File: config.mk
export PLATFORM = sky130hd
export DESIGN_NAME = isq_dispatch_tx
export DESIGN_NICKNAME = d
export VERILOG_FILES = /design/src/rtl/isq_dispatch_tx.sv
export SDC_FILE = /design/constraint.sdc
export NUM_CORES = 1
export LEC_CHECK = 0
export ABC_AREA = 1
export CORE_MARGIN = 4
export CORE_UTILIZATION = 47
export CTS_CLUSTER_SIZE = 12
export DETAILED_ROUTE_END_ITERATION = 10
export PLACE_DENSITY_LB_ADDON = 0.05
export SLEW_MARGIN = 20
export SYNTH_ARGS = -nofsm -noshare
export SYNTH_HDL_FRONTEND = slang
export SYNTH_SLANG_ARGS = --single-unit
File: constraint.sdc
create_clock -name clock -period 8.9 [get_ports clock]
set_input_delay 1.78 -clock clock [delete_from_list [all_inputs] [get_ports clock]]
set_output_delay 1.78 -clock clock [all_outputs]
set_load 0.1 [all_outputs]
File: src/rtl/isq_dispatch_tx.sv
// Issue-queue enqueue transmit stage: two-entry skid FIFO carrying renamed packets,
// with operand-ready conditions from a busy table, writeback snooping and rollback.
module isq_dispatch_tx #(
   parameter int DATA_WIDTH      = 248,
   parameter int PREG_NUM        = 64,
   parameter int ROBID_WIDTH     = 7,
   parameter int CONDITION_WIDTH = 2
) (
   input  logic                       clock,
   input  logic                       reset,
   input  logic                       in_valid,
   output logic                       in_ready,
   input  logic [DATA_WIDTH-1:0]      in_data,
   output logic                       enqueue_valid,
   input  logic                       enqueue_ready,
   output logic [DATA_WIDTH-1:0]      enqueue_data,
   output logic [CONDITION_WIDTH-1:0] enqueue_condition,
   input  logic                       wb_valid,
   input  logic [5:0]                 wb_prd,
   input  logic                       flush_valid,
   input  logic [ROBID_WIDTH-1:0]     flush_robid
);

   localparam int ROBID_HI = 247;
   localparam int ROBID_LO = 241;
   localparam int PRD_HI   = 129;
   localparam int PRD_LO   = 124;
   localparam int NEED_WB  = 117;
   localparam int PRS1_HI  = 116;
   localparam int PRS1_LO  = 111;
   localparam int PRS2_HI  = 110;
   localparam int PRS2_LO  = 105;
   localparam int SRC1_REG = 104;
   localparam int SRC2_REG = 103;

   logic [DATA_WIDTH-1:0]      data_r [2];
   logic [CONDITION_WIDTH-1:0] cond_r [2];
   logic                       head_r;
   logic [1:0]                 cnt_r;
   logic [PREG_NUM-1:0]        busy_r;

   logic                       pop_s;
   logic                       push_s;
   logic [1:0]                 occ_s;
   logic [1:0]                 kill_s;
   logic [1:0]                 live_s;
   logic [1:0]                 live_cnt_s;
   logic [1:0]                 cnt_nxt_s;
   logic                       head_nxt_s;
   logic                       tail_s;
   logic [CONDITION_WIDTH-1:0] cond_nxt_s [2];
   logic [CONDITION_WIDTH-1:0] in_cond_s;
   logic [PREG_NUM-1:0]        busy_nxt_s;
   logic [5:0]                 in_prd_s;
   logic [5:0]                 in_prs1_s;
   logic [5:0]                 in_prs2_s;

   // Wrap bit flips the sense of the index comparison across an epoch boundary.
   function automatic logic is_younger(input logic [ROBID_WIDTH-1:0] robid,
                                       input logic [ROBID_WIDTH-1:0] point);
      return (robid[ROBID_WIDTH-1] ^ point[ROBID_WIDTH-1]) ^
             (robid[ROBID_WIDTH-2:0] > point[ROBID_WIDTH-2:0]);
   endfunction

   function automatic logic src_ready(input logic is_reg, input logic [5:0] prs,
                                      input logic busy_bit, input logic wbv,
                                      input logic [5:0] wbp);
      return ~is_reg | (prs == 6'd0) | ~busy_bit | (wbv & (wbp == prs));
   endfunction

   function automatic logic snoop_hit(input logic is_reg, input logic [5:0] prs,
                                      input logic wbv, input logic [5:0] wbp);
      return wbv & is_reg & (wbp == prs);
   endfunction

   assign in_prd_s          = in_data[PRD_HI:PRD_LO];
   assign in_prs1_s         = in_data[PRS1_HI:PRS1_LO];
   assign in_prs2_s         = in_data[PRS2_HI:PRS2_LO];
   assign in_ready          = ~reset & (cnt_r != 2'd2) & ~flush_valid;
   assign enqueue_valid     = (cnt_r != 2'd0);
   assign enqueue_data      = data_r[head_r];
   assign enqueue_condition = cond_r[head_r];

   // Slot survival after pop/flush, pointer compaction and condition snoop
   always_comb begin
      pop_s  = enqueue_valid & enqueue_ready;
      push_s = in_valid & in_ready;
      for (int i = 0; i < 2; i++) begin
         if (1'(i) == head_r) begin
            occ_s[i] = (cnt_r != 2'd0);
         end else begin
            occ_s[i] = (cnt_r == 2'd2);
         end
         kill_s[i] = (pop_s & (1'(i) == head_r)) |
                     (flush_valid & is_younger(data_r[i][ROBID_HI:ROBID_LO], flush_robid));
         live_s[i] = occ_s[i] & ~kill_s[i];
         cond_nxt_s[i] = cond_r[i] |
            {snoop_hit(data_r[i][SRC2_REG], data_r[i][PRS2_HI:PRS2_LO], wb_valid, wb_prd),
             snoop_hit(data_r[i][SRC1_REG], data_r[i][PRS1_HI:PRS1_LO], wb_valid, wb_prd)};
      end
      // A dead head with a live successor makes the successor the new head.
      if (live_s[head_r]) begin
         head_nxt_s = head_r;
      end else if (occ_s[head_r]) begin
         head_nxt_s = ~head_r;
      end else begin
         head_nxt_s = head_r;
      end
      live_cnt_s = {1'b0, live_s[0]} + {1'b0, live_s[1]};
      tail_s     = head_nxt_s ^ live_cnt_s[0];
      cnt_nxt_s  = live_cnt_s + {1'b0, push_s};
   end

   // Incoming packet's ready bits and next busy table (set beats clear, p0 never busy)
   always_comb begin
      in_cond_s = {src_ready(in_data[SRC2_REG], in_prs2_s, busy_r[in_prs2_s], wb_valid, wb_prd),
                   src_ready(in_data[SRC1_REG], in_prs1_s, busy_r[in_prs1_s], wb_valid, wb_prd)};
      for (int i = 0; i < PREG_NUM; i++) begin
         busy_nxt_s[i] = (6'(i) != 6'd0) &
                         ((push_s & in_data[NEED_WB] & (in_prd_s == 6'(i))) |
                          (busy_r[i] & ~(wb_valid & (wb_prd == 6'(i)))));
      end
   end

   // FIFO storage, pointers and busy table
   always_ff @(posedge clock) begin
      if (reset) begin
         head_r <= 1'b0;
         cnt_r  <= 2'd0;
         busy_r <= {PREG_NUM{1'b0}};
         for (int i = 0; i < 2; i++) begin
            data_r[i] <= {DATA_WIDTH{1'b0}};
            cond_r[i] <= {CONDITION_WIDTH{1'b0}};
         end
      end else begin
         head_r <= head_nxt_s;
         cnt_r  <= cnt_nxt_s;
         busy_r <= busy_nxt_s;
         for (int i = 0; i < 2; i++) begin
            cond_r[i] <= cond_nxt_s[i];
         end
         if (push_s) begin
            data_r[tail_s] <= in_data;
            cond_r[tail_s] <= in_cond_s;
         end
      end
   end

endmodule

==> flow_metrics.py <==
metrics = {
    "detailed_routing": {
        "viasPerCell": 5.109,
        "drt_iter0_drc": 1687,
        "wire_per_inst_um": 19.82,
        "dr_total_vias": 21210,
        "wirelength_mm": 82.30,
        "postRouteAntennaNets": 0,
        "route.detailed.drc": 0,
        "dr.pass1.iters": 5,
    },
    "floorplanning": {
        "core_area_mm2": 0.05628,
        "dieHeight_um": 246.3,
        "die_x_um": 246.3,
        "num_rows": 87,
        "initial_utilization": 0.4743,
        "dieArea_mm2": 0.06067,
        "io_pins": 519,
    },
    "cells_and_area": {
        "drive_above_1_share": 0.09155,
        "areaGrowthSynthToFinish_pct": 27.09,
        "final-instance-count-excl-fill": 4152,
        "fin_nets": 3617,
        "fillers": 4924,
        "layout_commonest_cell": "nand2_1",
        "final_cell_mix": "nand2_1, clkdlybuf4s50_1, edfxtp_1, nor2_1, inv_1",
        "post-route-util": 0.6028,
    },
    "global_routing": {
        "grt_usage": 0.2626,
        "grt.overflow.total": 0,
        "grt_pass1_vias": 20690,
        "grt_antenna_before_repair": 17,
        "grt_pass1_wl_mm": 123.0,
        "grt_max_degree": 172,
    },
    "timing": {
        "fin_worst_skew_ns": 0.02024,
        "slew_headroom": 0.2342,
        "fin_ws_ns": 2.668,
        "fmax_mhz": 160.5,
        "rsz0062_at_grt": "no",
        "period_share": 0.7002,
        "fin_setup_tns_ns": 0,
        "tightest_slew_ns": 1.145,
        "slew_violations": 0,
        "hold_viol_final": 0,
        "finalSetupViolCount": 0,
        "hold_ws_ns": 0.4760,
        "post-route-min-period_ns": 6.232,
    },
    "worst_hold_path": {
        "hold_depth": 2,
        "hp-class": "flop to flop",
    },
    "logic_synthesis": {
        "ys_warn_count": 0,
        "synth_area_mm2": 0.02669,
        "netlist.top_cell.by_area": "edfxtp_1",
        "synth_seq_area_share": 0.6105,
        "syn_inst": 2888,
        "synthArstFlopShare": 0,
        "synth_top_area_frac": 0.5580,
        "synth-edff-count": 496,
        "yosys_most_used_dff": "edfxtp_1",
        "synth_area_leaders": "edfxtp_1, nand2_1, nor2_1",
        "synth_cell_type_count": 38,
        "synth_seq_cells": 566,
        "synth_nets": 3169,
        "avgSynthCellArea_um2": 9.242,
    },
    "clocking": {
        "cts_tree": "yes",
        "clock_latency_ns": 0.62,
        "cts_resized": 0,
        "path_clk_slew_ns": 0.06,
        "htree_num_levels": 2,
        "clock_sinks": 566,
        "post_cts_buffers": 0,
        "ctsRootBufferMaster": "clkbuf_16",
        "clockBufferDepth": 3,
        "cts_buffers": 59,
        "hold_buffers": 0,
    },
    "place": {
        "dp_cells": 4031,
        "io_buffers": 518,
        "routabilityCongestion": 0.9297,
        "dpl_worst_slack_ns": 2.012,
        "hpwl_mm": 54.98,
    },
    "worst_setup_path": {
        "r2r_slack_ns": 3.26,
        "cp_max_fo": 90,
        "crit_start": "flush_robid[5]",
        "cp-start-kind": "primary input",
        "rr_worst_depth": 10,
        "cp-endpoint": "data_r[1][141]",
        "path_class": "primary input to flop",
        "r2r-start": "head_r",
        "worstSetupEndpointType": "flop",
        "rr_endpoint": "data_r[1][141]",
        "critPathRequiredTime_ns": 9.13,
        "cp.arrival_ns": 6.47,
    },
    "flow_run": {
        "maxCapViolations": 0,
    },
    "power": {
        "leakagePower_nw": 14.32,
        "peakVddDrop_mv": 0.1369,
        "p_per_area_mw_per_mm2": 205.6,
    },
    "run_status": {
        "status": "complete, no violations",
    },
}
-- cell families (layout without fill, tap and decap cells) --
kind of cell | Yosys count | in the layout | synth area share
xor+xnor | 14 | 14 | 0.004594
flops | 566 | 566 | 0.6105
simple gates | 1564 | 1564 | 0.2452
fa+ha+maj | 14 | 14 | 0.006844
other cells | 0 | 10 | 0
compound gates | 260 | 260 | 0.05353
buf+inv | 470 | 968 | 0.07936
-- flip-flops by register name, indices dropped and copies added (netlist names) --
name	flops
data_r	496
cond_r	4
head_r	1
cnt_r	2
busy_r	63
-- worst max-delay path, cell delays in order --
cell,delay [ns]
clkdlybuf4s50_1,0.46
inv_1,0.06
ha_1,0.29
nand2_1,0.07
nor2_1,0.15
nand2_1,0.07
nand3_1,0.09
nand3_1,0.07
nand3_1,0.09
nand2_1,0.09
nor2_1,0.23
ha_1,0.34
nand3_2,0.13
nand3_4,0.75
nand2_8,1.02
buf_4,0.66
-- routing by layer --
metal | GRT usage | wire [um] | vias to the layer above
li1 | - | - | 10140
met1 | 0.3429 | 33050 | 10170
met2 | 0.4344 | 39900 | 774
met3 | 0.07325 | 7449 | 118
met4 | 0.06975 | 1820 | 14
met5 | 0 | 89 | -
-- report_power, final --
part,switching (W),internal [W]
Sequential,0.0000438,0.00304
Clock,0.00101,0.00129
Combinational,0.00122,0.000371
-- per-stage QoR --
stage | cell area [um^2] | power (W)
CTS | 33900 | 0.007025
global route | 33910 | 0.007221
floorplan | 26700 | 0.004242
finish | 33920 | 0.006975
global placement | 32120 | 0.004719
detailed placement | 32120 | 0.004729
-- area by class of cell --
type	instances	area, um^2	share of cell area
Sequential cell	566	16300	0.4805
Inverter	317	1197	0.03530
Timing Repair Buffer	540	5369	0.1583
Antenna cell	10	25.02	0.0007377
Clock buffer	89	1630	0.04806
Multi-Input combinational cell	1852	8310	0.2450
Clock inverter	22	146.4	0.004315
Tap cell	756	945.9	0.02788
-- Yosys cell counts, types with 2 or more instances --
cell type / n
dfxtp_1: 70
buf_1: 2
a22oi_1: 5
nand2_1: 902
nand4_1: 8
buf_6: 44
inv_1: 311
xnor2_1: 3
o22ai_1: 17
buf_2: 19
nor4_1: 2
xor2_1: 11
nor3_1: 4
a31oi_1: 3
a21oi_1: 95
ha_1: 13
nand3_4: 2
o21ai_0: 108
o211ai_1: 22
inv_2: 3
nor2_2: 190
nand3_1: 68
a221oi_1: 4
nor2_1: 379
nor3_2: 2
or2_2: 2
edfxtp_1: 496
nand3_2: 4
clkbuf_1: 88
clkinv_1: 3
-- worst min path at each step --
stage                          start         end
final                      busy_r[7]   busy_r[7]
after detailed placement  busy_r[53]  busy_r[53]
after global placement     busy_r[7]   busy_r[7]
after CTS                  busy_r[7]   busy_r[7]
after global routing      busy_r[14]  busy_r[14]
after floorplan            busy_r[1]   busy_r[1]
No activity file was read; power rests on OpenSTA's default activity.
